===== src/rtl/mem_stage_pkg.sv =====
// Shared types and constants for the memory-access pipeline stage.
package mem_stage_pkg;

  // Access size encodings as carried on in_size.
  typedef enum logic [1:0] {
    SZ_BYTE = 2'b00,
    SZ_HALF = 2'b01,
    SZ_WORD = 2'b10,
    SZ_RSVD = 2'b11
  } size_e;

  // Stage controller states.
  typedef enum logic {
    ST_IDLE = 1'b0,
    ST_BUSY = 1'b1
  } state_e;

  // MEM/WB register contents consumed by wb_stage.
  typedef struct packed {
    logic        reg_write;
    logic        mem_to_reg;
    logic [4:0]  dest_reg;
    logic [31:0] alu_result;
    logic [31:0] mem_data;
  } wb_t;

  // Copy of the accepted memory op, held stable for the whole bus access.
  typedef struct packed {
    logic        we;
    logic        reg_write;
    logic        mem_to_reg;
    logic        is_unsigned;
    size_e       size;
    logic [4:0]  dest_reg;
    logic [31:0] alu_result;
    logic [31:0] store_data;
  } mem_req_t;

  // A bubble writes nothing back and carries no data.
  localparam wb_t      WB_BUBBLE = '0;
  localparam mem_req_t REQ_IDLE  = '0;

  // A memory op that must not reach the bus: conflicting direction,
  // reserved size, or an address not aligned to the access size.
  function automatic logic is_illegal(input logic rd, input logic wr,
                                      input size_e size, input logic [1:0] addr_lo);
    logic bad;
    bad = rd & wr;
    case (size)
      SZ_HALF: bad = bad | addr_lo[0];
      SZ_WORD: bad = bad | (|addr_lo);
      SZ_RSVD: bad = 1'b1;
      default: bad = bad;
    endcase
    return bad;
  endfunction

endpackage


===== src/rtl/mem_stage_if.sv =====
// Data-memory bus: request held until a one-cycle ack pulse.
interface mem_stage_if #(
  parameter int ADDR_W = 32
);
  logic              dmem_req;
  logic              dmem_we;
  logic [ADDR_W-1:0] dmem_addr;
  logic [3:0]        dmem_be;
  logic [31:0]       dmem_wdata;
  logic              dmem_ack;
  logic [31:0]       dmem_rdata;

  // The pipeline stage initiates accesses.
  modport master (
    output dmem_req, dmem_we, dmem_addr, dmem_be, dmem_wdata,
    input  dmem_ack, dmem_rdata
  );

  // The memory responds.
  modport slave (
    input  dmem_req, dmem_we, dmem_addr, dmem_be, dmem_wdata,
    output dmem_ack, dmem_rdata
  );
endinterface


===== src/rtl/mem_lane_align.sv =====
// Byte-lane steering: store enables/replication and load extract/extend.
module mem_lane_align
  import mem_stage_pkg::*;
(
  input  logic [1:0]  addr_lo,
  input  size_e       size,
  input  logic        is_unsigned,
  input  logic [31:0] store_data,
  input  logic [31:0] rdata,
  output logic [3:0]  be,
  output logic [31:0] wdata,
  output logic [31:0] load_data
);

  logic [31:0] lane;

  // Lane selection by low address bits, then size-dependent shaping.
  always_comb begin
    // NOTE: every output gets a default first so no path leaves it unassigned (no latch).
    be        = '0;
    wdata     = '0;
    load_data = '0;
    lane      = rdata >> {addr_lo, 3'b000};
    case (size)
      SZ_BYTE: begin
        be        = 4'b0001 << addr_lo;
        wdata     = {4{store_data[7:0]}};
        load_data = {{24{~is_unsigned & lane[7]}}, lane[7:0]};
      end
      SZ_HALF: begin
        be        = 4'b0011 << addr_lo;
        wdata     = {2{store_data[15:0]}};
        load_data = {{16{~is_unsigned & lane[15]}}, lane[15:0]};
      end
      SZ_WORD: begin
        be        = 4'b1111;
        wdata     = store_data;
        load_data = lane;
      end
      default: begin
        be        = '0;
        wdata     = '0;
        load_data = '0;
      end
    endcase
  end

endmodule


===== src/rtl/mem_stage.sv =====
// Memory-access pipeline stage: runs loads/stores on the data bus, stalls
// upstream while an access is outstanding, registers the MEM/WB fields.
module mem_stage
  import mem_stage_pkg::*;
#(
  parameter int ADDR_W = 32
) (
  input  logic        clk,
  input  logic        rst_n,
  input  logic        in_valid,
  input  logic        in_reg_write,
  input  logic        in_mem_to_reg,
  input  logic        in_mem_read,
  input  logic        in_mem_write,
  input  logic [1:0]  in_size,
  input  logic        in_unsigned,
  input  logic [4:0]  in_dest_reg,
  input  logic [31:0] in_alu_result,
  input  logic [31:0] in_store_data,
  output logic        stall,
  mem_stage_if.master dmem,
  output logic        wb_reg_write,
  output logic        wb_mem_to_reg,
  output logic [4:0]  wb_dest_reg,
  output logic [31:0] wb_alu_result,
  output logic [31:0] wb_mem_data,
  output logic        misalign_err
);

  state_e   state_q, state_d;
  mem_req_t req_q, req_d;
  wb_t      wb_q, wb_d;
  logic     misalign_q, misalign_d;
  logic     stall_c;

  logic        mem_op;
  logic        illegal;
  logic        busy;
  logic [3:0]  lane_be;
  logic [31:0] lane_wdata;
  logic [31:0] lane_load;

  assign mem_op  = in_valid & (in_mem_read | in_mem_write);
  assign illegal = is_illegal(in_mem_read, in_mem_write, size_e'(in_size), in_alu_result[1:0]);
  assign busy    = (state_q == ST_BUSY);

  // Lane steering always works from the latched copy so the bus stays stable.
  mem_lane_align u_align (
    .addr_lo     (req_q.alu_result[1:0]),
    .size        (req_q.size),
    .is_unsigned (req_q.is_unsigned),
    .store_data  (req_q.store_data),
    .rdata       (dmem.dmem_rdata),
    .be          (lane_be),
    .wdata       (lane_wdata),
    .load_data   (lane_load)
  );

  // Next-state, latch capture and MEM/WB next values.
  always_comb begin
    state_d    = state_q;
    req_d      = req_q;
    wb_d       = WB_BUBBLE;
    misalign_d = 1'b0;
    stall_c    = 1'b0;
    case (state_q)
      ST_IDLE: begin
        if (mem_op && illegal) begin
          misalign_d = 1'b1;
        end else if (mem_op) begin
          req_d.we          = in_mem_write;
          req_d.reg_write   = in_reg_write;
          req_d.mem_to_reg  = in_mem_to_reg;
          req_d.is_unsigned = in_unsigned;
          req_d.size        = size_e'(in_size);
          req_d.dest_reg    = in_dest_reg;
          req_d.alu_result  = in_alu_result;
          req_d.store_data  = in_store_data;
          state_d           = ST_BUSY;
          stall_c           = 1'b1;
        end else begin
          wb_d.reg_write  = in_valid & in_reg_write;
          wb_d.mem_to_reg = in_mem_to_reg;
          wb_d.dest_reg   = in_dest_reg;
          wb_d.alu_result = in_alu_result;
          wb_d.mem_data   = '0;
        end
      end
      ST_BUSY: begin
        if (dmem.dmem_ack) begin
          wb_d.reg_write  = req_q.reg_write;
          wb_d.mem_to_reg = req_q.mem_to_reg;
          wb_d.dest_reg   = req_q.dest_reg;
          wb_d.alu_result = req_q.alu_result;
          wb_d.mem_data   = req_q.we ? 32'h0 : lane_load;
          state_d         = ST_IDLE;
        end else begin
          stall_c = 1'b1;
        end
      end
      default: state_d = ST_IDLE;
    endcase
  end

  // State register; reset abandons any outstanding access.
  always_ff @(posedge clk or negedge rst_n) begin
    // NOTE: sequential state uses non-blocking assignments so all flops update together.
    if (!rst_n) state_q <= ST_IDLE;
    else        state_q <= state_d;
  end

  // Latched request, MEM/WB fields and error pulse.
  always_ff @(posedge clk or negedge rst_n) begin
    if (!rst_n) begin
      req_q      <= REQ_IDLE;
      wb_q       <= WB_BUBBLE;
      misalign_q <= 1'b0;
    end else begin
      req_q      <= req_d;
      wb_q       <= wb_d;
      misalign_q <= misalign_d;
    end
  end

  // Stall is combinational; held low while reset is asserted.
  assign stall = rst_n & stall_c;

  // Bus outputs are zero outside BUSY; write-only fields are zero for loads.
  assign dmem.dmem_req   = busy;
  assign dmem.dmem_we    = busy & req_q.we;
  assign dmem.dmem_addr  = busy ? {req_q.alu_result[ADDR_W-1:2], 2'b00} : '0;
  assign dmem.dmem_be    = (busy & req_q.we) ? lane_be : 4'b0000;
  assign dmem.dmem_wdata = (busy & req_q.we) ? lane_wdata : 32'h0;

  assign wb_reg_write  = wb_q.reg_write;
  assign wb_mem_to_reg = wb_q.mem_to_reg;
  assign wb_dest_reg   = wb_q.dest_reg;
  assign wb_alu_result = wb_q.alu_result;
  assign wb_mem_data   = wb_q.mem_data;
  assign misalign_err  = misalign_q;

endmodule

===== src/flat_wrapper.sv =====
// flat-port wrapper written by rule: the top's interface ports become plain ports
module mem_stage_flat import mem_stage_pkg::*;
#(
  parameter int ADDR_W = 32
)
  (clk, rst_n, in_valid, in_reg_write, in_mem_to_reg, in_mem_read, in_mem_write, in_size, in_unsigned, in_dest_reg, in_alu_result, in_store_data, stall, wb_reg_write, wb_mem_to_reg, wb_dest_reg, wb_alu_result, wb_mem_data, misalign_err, dmem_dmem_req, dmem_dmem_we, dmem_dmem_addr, dmem_dmem_be, dmem_dmem_wdata, dmem_dmem_ack, dmem_dmem_rdata);
  mem_stage_if #(.ADDR_W(ADDR_W)) dmem_i ();
  input  logic clk;
  input  logic rst_n;
  input  logic in_valid;
  input  logic in_reg_write;
  input  logic in_mem_to_reg;
  input  logic in_mem_read;
  input  logic in_mem_write;
  input  logic [1:0] in_size;
  input  logic in_unsigned;
  input  logic [4:0] in_dest_reg;
  input  logic [31:0] in_alu_result;
  input  logic [31:0] in_store_data;
  output logic stall;
  output logic wb_reg_write;
  output logic wb_mem_to_reg;
  output logic [4:0] wb_dest_reg;
  output logic [31:0] wb_alu_result;
  output logic [31:0] wb_mem_data;
  output logic misalign_err;
  output wire logic [$bits(dmem_i.dmem_req)-1:0] dmem_dmem_req;
  output wire logic [$bits(dmem_i.dmem_we)-1:0] dmem_dmem_we;
  output wire logic [$bits(dmem_i.dmem_addr)-1:0] dmem_dmem_addr;
  output wire logic [$bits(dmem_i.dmem_be)-1:0] dmem_dmem_be;
  output wire logic [$bits(dmem_i.dmem_wdata)-1:0] dmem_dmem_wdata;
  input wire logic [$bits(dmem_i.dmem_ack)-1:0] dmem_dmem_ack;
  input wire logic [$bits(dmem_i.dmem_rdata)-1:0] dmem_dmem_rdata;
  assign dmem_dmem_req = dmem_i.dmem_req;
  assign dmem_dmem_we = dmem_i.dmem_we;
  assign dmem_dmem_addr = dmem_i.dmem_addr;
  assign dmem_dmem_be = dmem_i.dmem_be;
  assign dmem_dmem_wdata = dmem_i.dmem_wdata;
  assign dmem_i.dmem_ack = dmem_dmem_ack;
  assign dmem_i.dmem_rdata = dmem_dmem_rdata;
  mem_stage #(.ADDR_W(ADDR_W)) u_core (.clk(clk), .rst_n(rst_n), .in_valid(in_valid), .in_reg_write(in_reg_write), .in_mem_to_reg(in_mem_to_reg), .in_mem_read(in_mem_read), .in_mem_write(in_mem_write), .in_size(in_size), .in_unsigned(in_unsigned), .in_dest_reg(in_dest_reg), .in_alu_result(in_alu_result), .in_store_data(in_store_data), .stall(stall), .dmem(dmem_i), .wb_reg_write(wb_reg_write), .wb_mem_to_reg(wb_mem_to_reg), .wb_dest_reg(wb_dest_reg), .wb_alu_result(wb_alu_result), .wb_mem_data(wb_mem_data), .misalign_err(misalign_err));
endmodule

===== config.mk =====
export PLATFORM = sky130hd
export DESIGN_NAME = mem_stage_flat
export DESIGN_NICKNAME = d
export VERILOG_FILES = /design/src/rtl/mem_stage_pkg.sv /design/src/rtl/mem_stage_if.sv /design/src/rtl/mem_lane_align.sv /design/src/rtl/mem_stage.sv /design/src/flat_wrapper.sv
export SDC_FILE = /design/constraint.sdc
export NUM_CORES = 1
export LEC_CHECK = 0
export CAP_MARGIN = 20
export CORE_MARGIN = 4
export CORE_UTILIZATION = 46
export CTS_BUF_LIST = sky130_fd_sc_hd__clkbuf_8
export CTS_CLUSTER_SIZE = 28
export DETAILED_ROUTE_END_ITERATION = 16
export PLACE_DENSITY = 0.83
export SYNTH_ARGS = -nofsm -noshare
export SYNTH_HDL_FRONTEND = slang
export SYNTH_SLANG_ARGS = --single-unit

===== constraint.sdc =====
create_clock -name clk -period 2.9 [get_ports clk]
set_clock_uncertainty 0.2 [all_clocks]
set_input_delay 0.58 -clock clk [delete_from_list [all_inputs] [get_ports clk]]
set_output_delay 0.58 -clock clk [all_outputs]
set_load 0.02 [all_outputs]

==> impl_metrics.env, run 1 <==
export IMPL_seq_area_frac_synth_pct=55.0
export IMPL_syn_avg_cell_area_um2=11.6
export IMPL_n_fill_cell=1019
export IMPL_place_ws_ns=-0.808
export IMPL_antenna_left=0
export IMPL_peakVddDrop_mv=0.451
export IMPL_endpoint_kind="register"
export IMPL_dp_cells=1000
export IMPL_grt_usage_pct=22.9
export IMPL_yosys_warnings=0
export IMPL_area_delta_synth_final_pct=49.2
export IMPL_largest_register_ffs=75
export IMPL_clock_sinks=148
export IMPL_avgViaCountPerCell=5.35
export IMPL_cp_required_ns=3.01
export IMPL_crit_fanout=75
export IMPL_grt_pass1_vias=5793
export IMPL_synthCells=579
export IMPL_n_antenna_cell=0
export IMPL_synth_seq_cells=148
export IMPL_ioPinCount=255
export IMPL_antenna_found_initial=0
export IMPL_power_leakage_nw=4.49
export IMPL_setup_viol=0
export IMPL_clk_path_buf_depth=2
export IMPL_routedWlPerCell_um=18.5
export IMPL_grt_pass1_wl_um=29900
export IMPL_hold_viol=0
export IMPL_regMostFlops="u_core.req_q"
export IMPL_routed_wl_um=19100
export IMPL_layout_nets=956
export IMPL_overflow=0
export IMPL_r2r_start="u_core.dmem.dmem_req"
export IMPL_fin_cells=1033
export IMPL_rrSetupSlack_ns=0.53
export IMPL_maxCapViolations=0
export IMPL_worst_setup_path_type="in -> reg"
export IMPL_whs_ns=0.0826
export IMPL_numPortBuffers=252
export IMPL_relSlewSlack_pct=49.5
export IMPL_worstRegToRegCells=5
export IMPL_insertion_delay_ns=0.43
export IMPL_fin_crit_ns=2.84
export IMPL_total_power_mw=7.21
export IMPL_status="finished clean"
export IMPL_initial_core_util_pct=47.7
export IMPL_die_y_um=129
export IMPL_clkTransAtPathRegs_ns=0.09
export IMPL_num_vias=5527
export IMPL_maxSlewViolCount=0
export IMPL_drtIter0Drc=318
export IMPL_dp_hpwl_um=13900
export IMPL_layout_drive_gt1_share_pct=15.7
export IMPL_coreArea_mm2=0.0141
export IMPL_place_gp_congestion=0.906
export IMPL_cts_max_level=4
export IMPL_die_width_um=129
export IMPL_drt_pass1_iterations=5
export IMPL_worstSetupStartpointType="primary input"
export IMPL_syn_cell_area_mm2=0.00673
export IMPL_worstPathArrival_ns=2.95
export IMPL_numCtsBuffers=17
export IMPL_drc_errors=0
export IMPL_p_per_area_mw_per_mm2=717
export IMPL_grt_max_degree=149
export IMPL_tns_ns=0
export IMPL_min_period_over_period_pct=97.9
export IMPL_seqCellArea_mm2=0.00371
export IMPL_cts_root_buf="clkbuf_8"
export IMPL_fin_ws_ns=0.0615
export IMPL_multi_input_area_mm2=0.00284
export IMPL_r2r_end="u_core.req_q[53]"
export IMPL_fmax_ghz=0.352
export IMPL_synth_distinct_cells=36
export IMPL_worstMarginPinSlew_ns=0.758
export IMPL_rows=43
export IMPL_cts_hold_buffers=0
export IMPL_tritoncts="done"
export IMPL_dieArea_mm2=0.0166
export IMPL_worstHoldPathType="in -> async"
critical path: stages:
cell	delay, ns
clkdlybuf4s15_1	0.21
inv_2	0.05
ha_1	0.28
or3_4	0.42
a211oi_4	0.23
buf_4	0.15
buf_6	0.49
mux2_2	0.42
cell usage in the layout (no fill, tap or decap), drive strengths merged, types with 5 or more instances in the layout:
cell type	synthesis	routed
clkbuf	31	18
buf	16	39
clkinv	0	6
a22o	38	38
clkdlybuf4s50	0	212
nor2	39	39
a2bb2oi	16	16
dlygate4sd2	0	30
dlymetal6s2s	0	6
a21oi	51	51
o21a	5	5
mux2	82	82
inv	5	8
dfrtp	148	148
mux2i	10	10
nor2b	23	23
o21ai	11	11
nand2	21	21
and2	46	46
a211oi	16	16
power by group:
group	total [mW]	switching [mW]	internal (mW)
Combinational	2.64	1.31	1.33
Sequential	2.82	0.317	2.50
Clock	1.75	0.802	0.946
Total	7.21	2.43	4.78
repair_timing:
action                     in CTS  in global routing
resized for setup              49                 16
setup endpoints to repair     112                 16
pin swaps                       3                  3
setup buffers                   1                  1
cells in the mapped netlist:
library cell	count	area (µm²)
a211oi_1	15	113
a211oi_2	1	12.5
a21oi_1	51	255
a22o_1	38	333
a2bb2oi_1	16	140
a31oi_1	1	6.26
a32o_1	1	10.0
a32oi_1	1	8.76
and2_1	46	288
and3_1	1	6.26
buf_1	4	15.0
buf_2	5	25.0
buf_4	4	30.0
buf_6	3	33.8
clkbuf_1	31	116
conb_1	1	3.75
dfrtp_1	148	3700
ha_1	3	37.5
inv_1	5	18.8
maj3_1	1	10.0
mux2_1	38	428
mux2_2	44	495
mux2i_1	10	100
nand2_1	21	78.8
nand2b_1	2	12.5
nand3b_1	2	15.0
nor2_1	39	146
nor2b_1	23	144
nor3_1	2	10.0
nor3b_1	1	7.51
o211ai_1	1	7.51
o21a_1	5	37.5
o21ai_0	10	50.1
o21ai_1	1	5.00
or2_2	3	18.8
or3_1	1	6.26
area by class of cell:
cell class / instances / share of cell area, %
sequential: 148 / 36.9
multi-input combinational: 380 / 28.2
timing repair buffer: 289 / 28.1
clock buffer: 17 / 2.33
tap: 180 / 2.24
clock inverter: 14 / 2.01
inverter: 5 / 0.187
worst max path at each step:
stage	slack [ns]	cells past startpoint	endpoint	from
finish	0.06	8	u_core.req_q[53]	in_size[0]
global route	-0.0006	6	dmem_dmem_wdata[26]	u_core.req_q[70]
CTS	-0.03	7	stall	in_size[0]
detailed placement	-0.81	7	u_core.req_q[71]	in_size[1]
global placement	-0.76	7	u_core.req_q[47]	in_size[1]
floorplan	0.003	7	stall	in_size[0]
per-stage QoR:
step	util (%)	instance area, µm²
floorplan	-	6730
global placement	67.9	9570
detailed placement	67.9	9570
CTS	70.9	10000
global route	71.2	10000
finish	71.2	10000
cell families (layout without fill, tap and decap cells):
family | after synthesis | in the layout | share of synthesized area [%]
AOI/OAI and AO/OA | 141 | 141 | 14.5
adders and majority gates | 4 | 4 | 0.707
buffers and inverters | 52 | 325 | 3.55
DFF | 148 | 148 | 55.0
muxes | 92 | 92 | 15.2
other | 1 | 2 | 0.0557
and+or+nand+nor | 141 | 141 | 10.9
per-layer routing:
layer	track usage [%]	routed length (µm)
met2	37.4	9350
met5	0	0
met1	27.4	7510
met4	8.65	396
met3	9.34	1890
Note: power is estimated with default switching activity, not from simulation.
==> run 2: changes to the inputs <==
--- a/config.mk
+++ b/config.mk
@@ -12,6 +12,7 @@
 export CTS_CLUSTER_SIZE = 28
 export DETAILED_ROUTE_END_ITERATION = 16
 export PLACE_DENSITY = 0.83
+export SETUP_SLACK_MARGIN = 0.05
 export SYNTH_ARGS = -nofsm -noshare
 export SYNTH_HDL_FRONTEND = slang
 export SYNTH_SLANG_ARGS = --single-unit
==> run 2 against run 1 <==
Fmax grew 1.1%; sequential power is essentially flat; clock-buffer cell count grew 1; critical path depth shrank 1; first-iteration DRC count grew 5.7%; total power shrank 2.9%; sequential share of layout area grew 0.14 points; register-to-register slack gained 0.10 ns; critical path type is now in -> out; critical endpoint is now stall; largest power group unchanged.
==> impl_metrics.env, run 2 (synthesis gave the netlist of run 1 again) <==
export IMPL_multi_input_area_mm2=0.00284
export IMPL_area_delta_synth_final_pct=48.6
export IMPL_cts_root_buf="clkbuf_8"
export IMPL_numCtsBuffers=17
export IMPL_crit_slowest_cell="or3_4"
export IMPL_dp_hpwl_um=14000
export IMPL_seqCellArea_mm2=0.00371
export IMPL_path_cells="clkdlybuf4s15_2, inv_2, ha_1, or3_4, a211oi_4, o21a_4, buf_6"
export IMPL_mostFrequentLayoutCells="211 x clkdlybuf4s50_1, 145 x dfrtp_1, 50 x a21oi_1, 46 x and2_1, 44 x mux2_2"
export IMPL_regMostFlops="u_core.req_q"
export IMPL_routed_wl_um=19400
export IMPL_critPathBufInv=3
export IMPL_drt_pass1_iterations=5
export IMPL_place_gp_congestion=0.846
export IMPL_dp_cells=998
export IMPL_clock_sinks=148
export IMPL_maxCapViolations=0
export IMPL_insertion_delay_ns=0.44
export IMPL_fin_crit_ns=2.81
export IMPL_whs_ns=0.104
export IMPL_antenna_found_initial=1
export IMPL_initial_core_util_pct=47.7
export IMPL_maxSlewViolCount=0
export IMPL_min_period_over_period_pct=96.8
export IMPL_clk_path_buf_depth=2
export IMPL_cp_required_ns=2.12
export IMPL_antenna_left=0
export IMPL_cts_max_level=4
export IMPL_worstSetupStartpointType="primary input"
export IMPL_peakVddDrop_mv=0.473
export IMPL_grt_usage_pct=23.4
export IMPL_relSlewSlack_pct=49.8
export IMPL_die_width_um=129
export IMPL_place_ws_ns=-0.855
export IMPL_n_fill_cell=1030
export IMPL_crit_family="compound AO/OA/AOI/OAI gates"
export IMPL_layout_nets=961
export IMPL_rsz0062_at_grt="false"
export IMPL_placed_cell_area_mm2=0.00955
export IMPL_stdcell_area_mm2=0.0100
export IMPL_worstHoldPathType="in -> async"
export IMPL_grt_pass1_wl_um=30200
export IMPL_grt_pass1_vias=5736
export IMPL_overflow=0
export IMPL_coreArea_mm2=0.0141
export IMPL_rows=43
export IMPL_fin_ws_ns=0.0934
export IMPL_status="finished clean"
export IMPL_routedWlPerCell_um=18.7
export IMPL_numPortBuffers=252
export IMPL_fmax_ghz=0.356
export IMPL_drc_errors=0
export IMPL_hold_viol=0
export IMPL_largest_register_ffs=75
export IMPL_avgViaCountPerCell=5.33
export IMPL_worstMarginPinSlew_ns=0.752
export IMPL_power_leakage_nw=4.50
export IMPL_crit_path_max_incr_delay_ns=0.41
export IMPL_drtIter0Drc=336
export IMPL_dieArea_mm2=0.0166
export IMPL_worstPathArrival_ns=2.03
export IMPL_num_vias=5548
export IMPL_ioPinCount=255
export IMPL_fin_cells=1040
export IMPL_layout_drive_gt1_share_pct=16.4
export IMPL_worst_setup_path_type="in -> out"
export IMPL_final_common_cell="clkdlybuf4s50_1"
export IMPL_die_y_um=129
export IMPL_endpoint_kind="primary output"
export IMPL_clkTransAtPathRegs_ns=0.08
export IMPL_tritoncts="done"
export IMPL_crit_fanout=3
export IMPL_setup_viol=0
export IMPL_p_per_area_mw_per_mm2=700
export IMPL_grt_max_degree=149
run 2: cell count changes in the layout (fill, tap and decap cells not counted), sizes merged:
cell,previous run,this run
clkinv,6,5
clkinvlp,1,4
clkdlybuf4s15,1,4
diode,0,1
buf,39,45
dlymetal6s2s,6,10
dlygate4sd2,30,19
clkdlybuf4s50,212,211
bufinv,4,1
inv,8,9
clkbuf,18,23
run 2: final timing paths:
path                                       from              endpoint  slack, ns  cells after the start
max                                  in_size[0]                 stall       0.09                      7
min                                       rst_n      u_core.req_q[70]       0.10                      2
max reg2reg                u_core.dmem.dmem_req      u_core.req_q[42]       0.63                      5
min reg2reg                    u_core.req_q[22]      u_core.req_q[22]       0.30                      1
max in group asynchronous                 rst_n  u_core.dmem.dmem_req       1.86                      2
min in group clk                     in_size[1]      u_core.req_q[70]       0.25                      2
run 2: metal layers:
metal / vias up / global-route usage (%) / part of all wire [%] / wire length, µm
met3: 25 / 10.6 / 11 / 2090
met2: 246 / 37.0 / 48 / 9420
li1: 2575 / - / - / -
met1: 2702 / 28.9 / 39 / 7600
met5: - / 0 / 0 / 0
met4: 0 / 7.41 / 1.7 / 336
run 2: timing repair:
action | CTS | global route
buffers inserted | 6 | 3
hold buffers | 0 | 0
pin swaps | 2 | 5
setup endpoints to repair | 112 | 19
gates resized for setup | 48 | 27
gates cloned | 0 | 0
run 2: per-stage QoR:
stage          util (%)  total power [mW]  setup TNS [ns]
6_report           70.9              7.00               0
4_1_cts            70.7              7.03          -0.743
2_1_floorplan         -              4.34               0
3_3_place_gp       67.7              5.39          -58.32
3_5_place_dp       67.7              5.50          -63.20
5_1_grt            70.9              7.40               0
run 2: power breakdown:
group	switching [mW]	leakage, nW	internal [mW]
logic	1.33	2.46	1.34
clock network	0.806	0.183	0.708
registers	0.317	1.85	2.50
total	2.45	4.50	4.54
run 2: layout make-up:
| class | count | area share, % |
|---|---|---|
| Sequential cell | 148 | 37.1 |
| Multi-Input combinational cell | 380 | 28.4 |
| Timing Repair Buffer | 294 | 28.3 |
| Clock buffer | 18 | 2.48 |
| Tap cell | 180 | 2.25 |
| Clock inverter | 14 | 1.30 |
| Inverter | 5 | 0.188 |
| Antenna cell | 1 | 0.0250 |
